### src/rtl/wr_arb_pkg.sv
// rtl/wr_arb_pkg.sv - shared constants, types and helpers for the write-port arbiter
package wr_arb_pkg;

    localparam int unsigned NUM_PORTS = 8;
    localparam int unsigned ADDR_W    = 6;
    localparam int unsigned DATA_W    = 64;
    localparam int unsigned RF_DEPTH  = 40;
    localparam int unsigned IDX_W     = $clog2(NUM_PORTS);

    typedef logic [NUM_PORTS-1:0] port_onehot_t;

    // Encode a one-hot (or zero) port vector to its index; zero maps to 0.
    function automatic logic [IDX_W-1:0] onehot_to_idx(input port_onehot_t oh);
        logic [IDX_W-1:0] idx;
        idx = '0;
        for (int i = 0; i < NUM_PORTS; i++) begin
            if (oh[i]) begin
                idx = idx | IDX_W'(i);
            end
        end
        return idx;
    endfunction

endpackage

### src/rtl/rr_pick_8.sv
// rtl/rr_pick_8.sv - combinational rotate-priority picker, search starts after last_grant
module rr_pick_8
    import wr_arb_pkg::*;
(
    input  logic         [NUM_PORTS-1:0] req_valid,
    input  port_onehot_t                 last_grant,
    output port_onehot_t                 grant
);

    logic [IDX_W-1:0] base;
    logic [IDX_W-1:0] idx;
    logic             found;

    // Walk the ports from last_grant+1 around to last_grant itself; first valid one wins.
    always_comb begin
        grant = '0;
        found = 1'b0;
        idx   = '0;
        base  = onehot_to_idx(last_grant);
        for (int k = 1; k <= NUM_PORTS; k++) begin
            idx = base + IDX_W'(k);
            if (!found && req_valid[idx]) begin
                grant[idx] = 1'b1;
                found      = 1'b1;
            end
        end
    end

endmodule

### src/rtl/wr_port_rr_arbiter_8.sv
// rtl/wr_port_rr_arbiter_8.sv - round-robin write-port arbiter with registered issue stage (option: WR_ARB_PERF_CNT_EN)
module wr_port_rr_arbiter_8
    import wr_arb_pkg::*;
(
    input  logic                           clk,
    input  logic                           rst_n,
    input  logic [NUM_PORTS-1:0]           req_valid,
    input  logic [NUM_PORTS*ADDR_W-1:0]    req_addr,
    input  logic [NUM_PORTS*DATA_W-1:0]    req_data,
    output logic [NUM_PORTS-1:0]           req_ready,
    input  logic                           wr_stall,
    input  logic                           err_clr,
    output logic                           wr_en,
    output logic [ADDR_W-1:0]              wr_addr,
    output logic [DATA_W-1:0]              wr_data,
    output logic [NUM_PORTS-1:0]           wr_select,
    output logic                           addr_err
`ifdef WR_ARB_PERF_CNT_EN
    ,
    output logic [31:0]                    conflict_cnt
`endif
);

    port_onehot_t       last_grant;
    port_onehot_t       pick;
    logic               grant_any;
    logic [ADDR_W-1:0]  sel_addr;
    logic [DATA_W-1:0]  sel_data;
    logic               in_range;

    rr_pick_8 u_pick (
        .req_valid  (req_valid),
        .last_grant (last_grant),
        .grant      (pick)
    );

    // A stalled register file blocks every grant so nothing is consumed that cannot be issued.
    always_comb begin
        req_ready = wr_stall ? '0 : pick;
        grant_any = |req_ready;
    end

    // Route the winning port's address and data toward the issue register.
    always_comb begin
        sel_addr = '0;
        sel_data = '0;
        for (int i = 0; i < NUM_PORTS; i++) begin
            if (req_ready[i]) begin
                sel_addr = req_addr[i*ADDR_W +: ADDR_W];
                sel_data = req_data[i*DATA_W +: DATA_W];
            end
        end
        in_range = (sel_addr < ADDR_W'(RF_DEPTH));
    end

    // Issue register and rotate pointer; address/data hold when idle, enable/select drop.
    always_ff @(posedge clk or negedge rst_n) begin
        if (!rst_n) begin
            wr_en      <= 1'b0;
            wr_addr    <= '0;
            wr_data    <= '0;
            wr_select  <= '0;
            last_grant <= port_onehot_t'(1) << (NUM_PORTS - 1);
        end else if (grant_any) begin
            wr_en      <= in_range;
            wr_addr    <= sel_addr;
            wr_data    <= sel_data;
            wr_select  <= req_ready;
            last_grant <= req_ready;
        end else begin
            wr_en      <= 1'b0;
            wr_select  <= '0;
        end
    end

    // Sticky out-of-range flag; a new error in the same cycle as err_clr keeps it set.
    always_ff @(posedge clk or negedge rst_n) begin
        if (!rst_n) begin
            addr_err <= 1'b0;
        end else if (grant_any && !in_range) begin
            addr_err <= 1'b1;
        end else if (err_clr) begin
            addr_err <= 1'b0;
        end
    end

`ifdef WR_ARB_PERF_CNT_EN
    logic multi_valid;

    always_comb begin
        multi_valid = |(req_valid & (req_valid - NUM_PORTS'(1)));
    end

    // Saturating count of unstalled cycles in which two or more ports competed.
    always_ff @(posedge clk or negedge rst_n) begin
        if (!rst_n) begin
            conflict_cnt <= '0;
        end else if (!wr_stall && multi_valid && (conflict_cnt != 32'hFFFF_FFFF)) begin
            conflict_cnt <= conflict_cnt + 32'd1;
        end
    end
`endif

endmodule
### config.mk
export PLATFORM = sky130hd
export DESIGN_NAME = wr_port_rr_arbiter_8
export DESIGN_NICKNAME = d
export VERILOG_FILES = /design/src/rtl/wr_arb_pkg.sv /design/src/rtl/rr_pick_8.sv /design/src/rtl/wr_port_rr_arbiter_8.sv
export SDC_FILE = /design/constraint.sdc
export NUM_CORES = 1
export LEC_CHECK = 0
export ABC_AREA = 1
export BUFFER_PORTS_ARGS = -buffer_cell sky130_fd_sc_hd__buf_2
export CORE_AREA = 2 2 260 262
export DETAILED_ROUTE_END_ITERATION = 7
export DIE_AREA = 0 0 262 264
export PLACE_DENSITY_LB_ADDON = 0.08
export REMOVE_ABC_BUFFERS = 1
export SYNTH_ARGS = -nofsm -noshare
export SYNTH_HDL_FRONTEND = slang
export SYNTH_SLANG_ARGS = --single-unit
### constraint.sdc
create_clock -name clk -period 4.15 [get_ports clk]
set_input_delay 0.415 -clock clk [delete_from_list [all_inputs] [get_ports clk]]
set_output_delay 0.415 -clock clk [all_outputs]
set_load 0.02 [all_outputs]
==> results.py <==
metrics = {
    "global_routing": {
        "antenna_found_initial": 20,
        "grt_use_total_pct": 19.5,
        "grt_pass1_wl_um": 99600,
        "grt_pass1_vias": 15500,
        "grt_max_degree": 66,
        "grt_overflow": 0,
    },
    "logic_synthesis": {
        "ys_seq_area_share_pct": 20.1,
        "synth_seq_cells": 87,
        "syn_inst": 2072,
        "syn_area_um2": 10800,
        "syn_avg_cell_area_um2": 5.23,
        "synth_edf_count": 0,
        "async_reset_ff_share_pct": 100,
        "yosys_warnings": 0,
        "synth_flop_cell": "dfrtp_1",
        "yosysUniqueCellTypes": 39,
    },
    "sta": {
        "finalCritPeriodShare_pct": 94.8,
        "slew-limit-headroom_pct": 50.7,
        "max_freq_mhz": 254,
        "slew_viol_final": 0,
        "rsz0062_at_grt": "yes",
        "worst_pin_slew_ns": 0.740,
        "finalClockSkew_ns": 0.0182,
        "period_needed_ns": 3.93,
        "finalSetupViolations": 0,
        "finalHoldViolCount": 0,
    },
    "route": {
        "drt_iter0_markers": 750,
        "via_count": 15300,
        "top_layer": "met5",
        "ant_nets": 0,
        "drt-total-wl_um": 72200,
        "m1WireLength_um": 28900,
        "drc_errors": 0,
        "dr.pass1.iters": 6,
        "vias_per_cell": 4.27,
        "wl_met3_um": 4890,
        "route.met2.wl_um": 37100,
        "wire_per_inst_um": 20.2,
    },
    "placement": {
        "gp_congestion": 0.890,
        "numPortBuffers": 659,
        "hpwl_um": 56000,
        "place_area_um2": 15300,
    },
    "cts": {
        "htreeDepth": 3,
        "cts.path.max_buffers": 2,
        "clk_latency_ns": 0.39,
        "cts_sinks": 87,
        "cts_buffers": 9,
        "cts_tree": "built",
        "cts_root_buf": "clkbuf_16",
        "cts.clk_slew.worst_paths_ns": 0.09,
    },
    "cells_and_area": {
        "seq_area_um2": 2180,
        "finalInstanceArea_um2": 16100,
        "drive_above_1_share_pct": 32.8,
        "syn_to_final_growth_pct": 48.4,
        "final_nets": 3270,
        "multi_input_area_um2": 7220,
        "final_util_pct": 24.2,
        "num-fill-cells": 7947,
    },
    "critical_path": {
        "crit_path_end_kind": "output pin",
        "cpPeakStageDelay_ns": 0.58,
        "required_ns": 3.73,
        "ff2ff_setup_slack_ns": 0.23,
        "crit_chain": "nor2_4, nand2_4, clkinvlp_4, ha_4, inv_2, nand2_1, nand3_2, nand2_4, nand2_4, nor2_8, nand2_2, nor3_4, buf_6, and2_4, nand2_1, nand3_1, nand2_4, inv_8, clkbuf_4",
        "critPathMostFrequentCell": "nand2_4",
        "critPathKind": "reg -> out",
        "r2r-end": "wr_data[3]$_DFFE_PN0N_",
        "slowest_stage": "dfstp_2",
        "arrival_ns": 3.52,
        "reg2reg_from": "last_grant[7]$_DFFE_PN1N_",
        "startpoint_type": "flop",
        "r2r_cells": 24,
        "critPathMaxFanout": 9,
    },
    "floorplan": {
        "die_y_um": 264,
        "die_area_um2": 69200,
        "start_util_pct": 16.3,
        "rows": 95,
        "fp.dieW_um": 262,
        "core_um2": 66600,
        "ios": 660,
    },
    "run_status": {
        "outcome": "finished clean",
    },
    "min_path": {
        "worstHoldEndpoint": "wr_data[14]$_DFFE_PN0N_",
        "hold_path_class": "in -> reg",
        "min_from": "req_data[462]",
        "min_path_cells": 4,
    },
    "flow_run": {
        "cap_violations": 0,
    },
}
-- worst max path at each step --
stage / slack (ns) / from / depth (start not counted) / end
floorplan: -0.98 / last_grant[7]$_DFFE_PN1N_ / 22 / last_grant[5]$_DFFE_PN0N_
global placement: 0.04 / last_grant[5]$_DFFE_PN0N_ / 24 / wr_data[54]$_DFFE_PN0N_
detailed placement: 0.08 / last_grant[7]$_DFFE_PN1N_ / 25 / wr_data[54]$_DFFE_PN0N_
CTS: 0.003 / last_grant[7]$_DFFE_PN1N_ / 19 / req_ready[4]
global route: -0.02 / last_grant[7]$_DFFE_PN1N_ / 24 / wr_data[8]$_DFFE_PN0N_
finish: 0.22 / last_grant[7]$_DFFE_PN1N_ / 19 / req_ready[7]
-- sequential cells by signal, summed over array words and instances, names as in the netlist --
| name | flops |
|---|---|
| wr_select | 8 |
| addr_err | 1 |
| wr_data | 64 |
| wr_addr | 6 |
| wr_en | 1 |
| last_grant | 7 |
-- per-layer routing --
| layer | global-route usage, % | vias up |
|---|---|---|
| li1 | - | 7590 |
| met1 | 22.2 | 7059 |
| met2 | 36.3 | 512 |
| met3 | 4.65 | 75 |
| met4 | 4.49 | 22 |
| met5 | 0 | - |
-- repair_timing --
item,4_1_cts,5_1_grt
buffers inserted,0,6
gates resized for setup,12,52
gates cloned,0,6
setup endpoints to repair,7,81
pin swaps,0,5
hold buffers,1,0
endpoints found under the hold margin,17,0
-- cells by family (layout without fill, tap and decap cells) --
family / Yosys count / count (layout) / share of synthesized area [%]
buf+inv: 384 / 1009 / 14.8
compound gates: 228 / 228 / 10.8
flops: 87 / 87 / 20.1
simple gates: 1365 / 1365 / 53.4
other cells: 0 / 6 / 0
xor+xnor: 2 / 2 / 0.231
fa+ha+maj: 6 / 6 / 0.693
-- final cells by class --
class                           count  area share [%]
Inverter                          260            6.37
Tap cell                          873            6.79
Timing Repair Buffer              733            26.5
Antenna cell                        6          0.0934
Clock inverter                      5           0.257
Multi-Input combinational cell   1601            44.9
Sequential cell                    87            13.5
Clock buffer                       11            1.51
-- layout by cell type, fill, tap and decap left out, drive strengths merged, types with 5 or more instances in the layout --
cell	instances
buf	725
nand2	1002
inv	257
nand4	9
ha	6
dfrtp	86
diode	6
clkbuf	18
nor2	62
or2	69
nand3	213
a21oi	5
o21ai	218
-- critical path: cells and delay by family, from the launching register on --
kind | cells | cell delay (ns)
buffers and inverters | 5 | 0.76
AND/OR/NAND/NOR | 13 | 1.45
flip-flops | 1 | 0.58
adder cells (fa/ha/maj) | 1 | 0.31
-- synth_stat cells (2+ instances only) --
| cell | n | area (um^2) |
|---|---|---|
| nand2_4 | 3 | 33.8 |
| buf_6 | 12 | 135 |
| inv_1 | 252 | 946 |
| nand3_1 | 205 | 1030 |
| nand3b_1 | 4 | 30.0 |
| nand3_2 | 7 | 70.1 |
| inv_2 | 6 | 22.5 |
| nor2_1 | 59 | 221 |
| nand2_1 | 982 | 3690 |
| nor2_4 | 2 | 22.5 |
| nand2_2 | 17 | 106 |
| ha_1 | 6 | 75.1 |
| dfrtp_1 | 86 | 2150 |
| a22oi_1 | 3 | 22.5 |
| buf_1 | 10 | 37.5 |
| o21ai_0 | 165 | 826 |
| or2_2 | 69 | 432 |
| clkbuf_2 | 2 | 10.0 |
| buf_2 | 33 | 165 |
| nand4_1 | 8 | 50.1 |
| a21oi_1 | 4 | 20.0 |
| buf_4 | 6 | 45.0 |
| o21ai_1 | 52 | 260 |
| o2111ai_1 | 2 | 17.5 |
| nor3_1 | 2 | 10.0 |
| clkbuf_1 | 61 | 229 |
| and2_1 | 2 | 12.5 |
-- per-stage QoR --
stage                     setup slack [ns]  std cells  hold slack [ns]  setup TNS, ns
final                                0.215       3576            0.294              0
after global routing               -0.0218       3575            0.299         -0.209
after CTS                          0.00319       3558            0.264              0
after detailed placement            0.0800       3541            0.336              0
after global placement              0.0433       3541            0.332              0
after floorplan                     -0.975       1948            0.119         -75.86
Power is left out: the tool's default activity adds up to more than one toggle a clock period on the data nets, which glitch-free logic cannot reach.
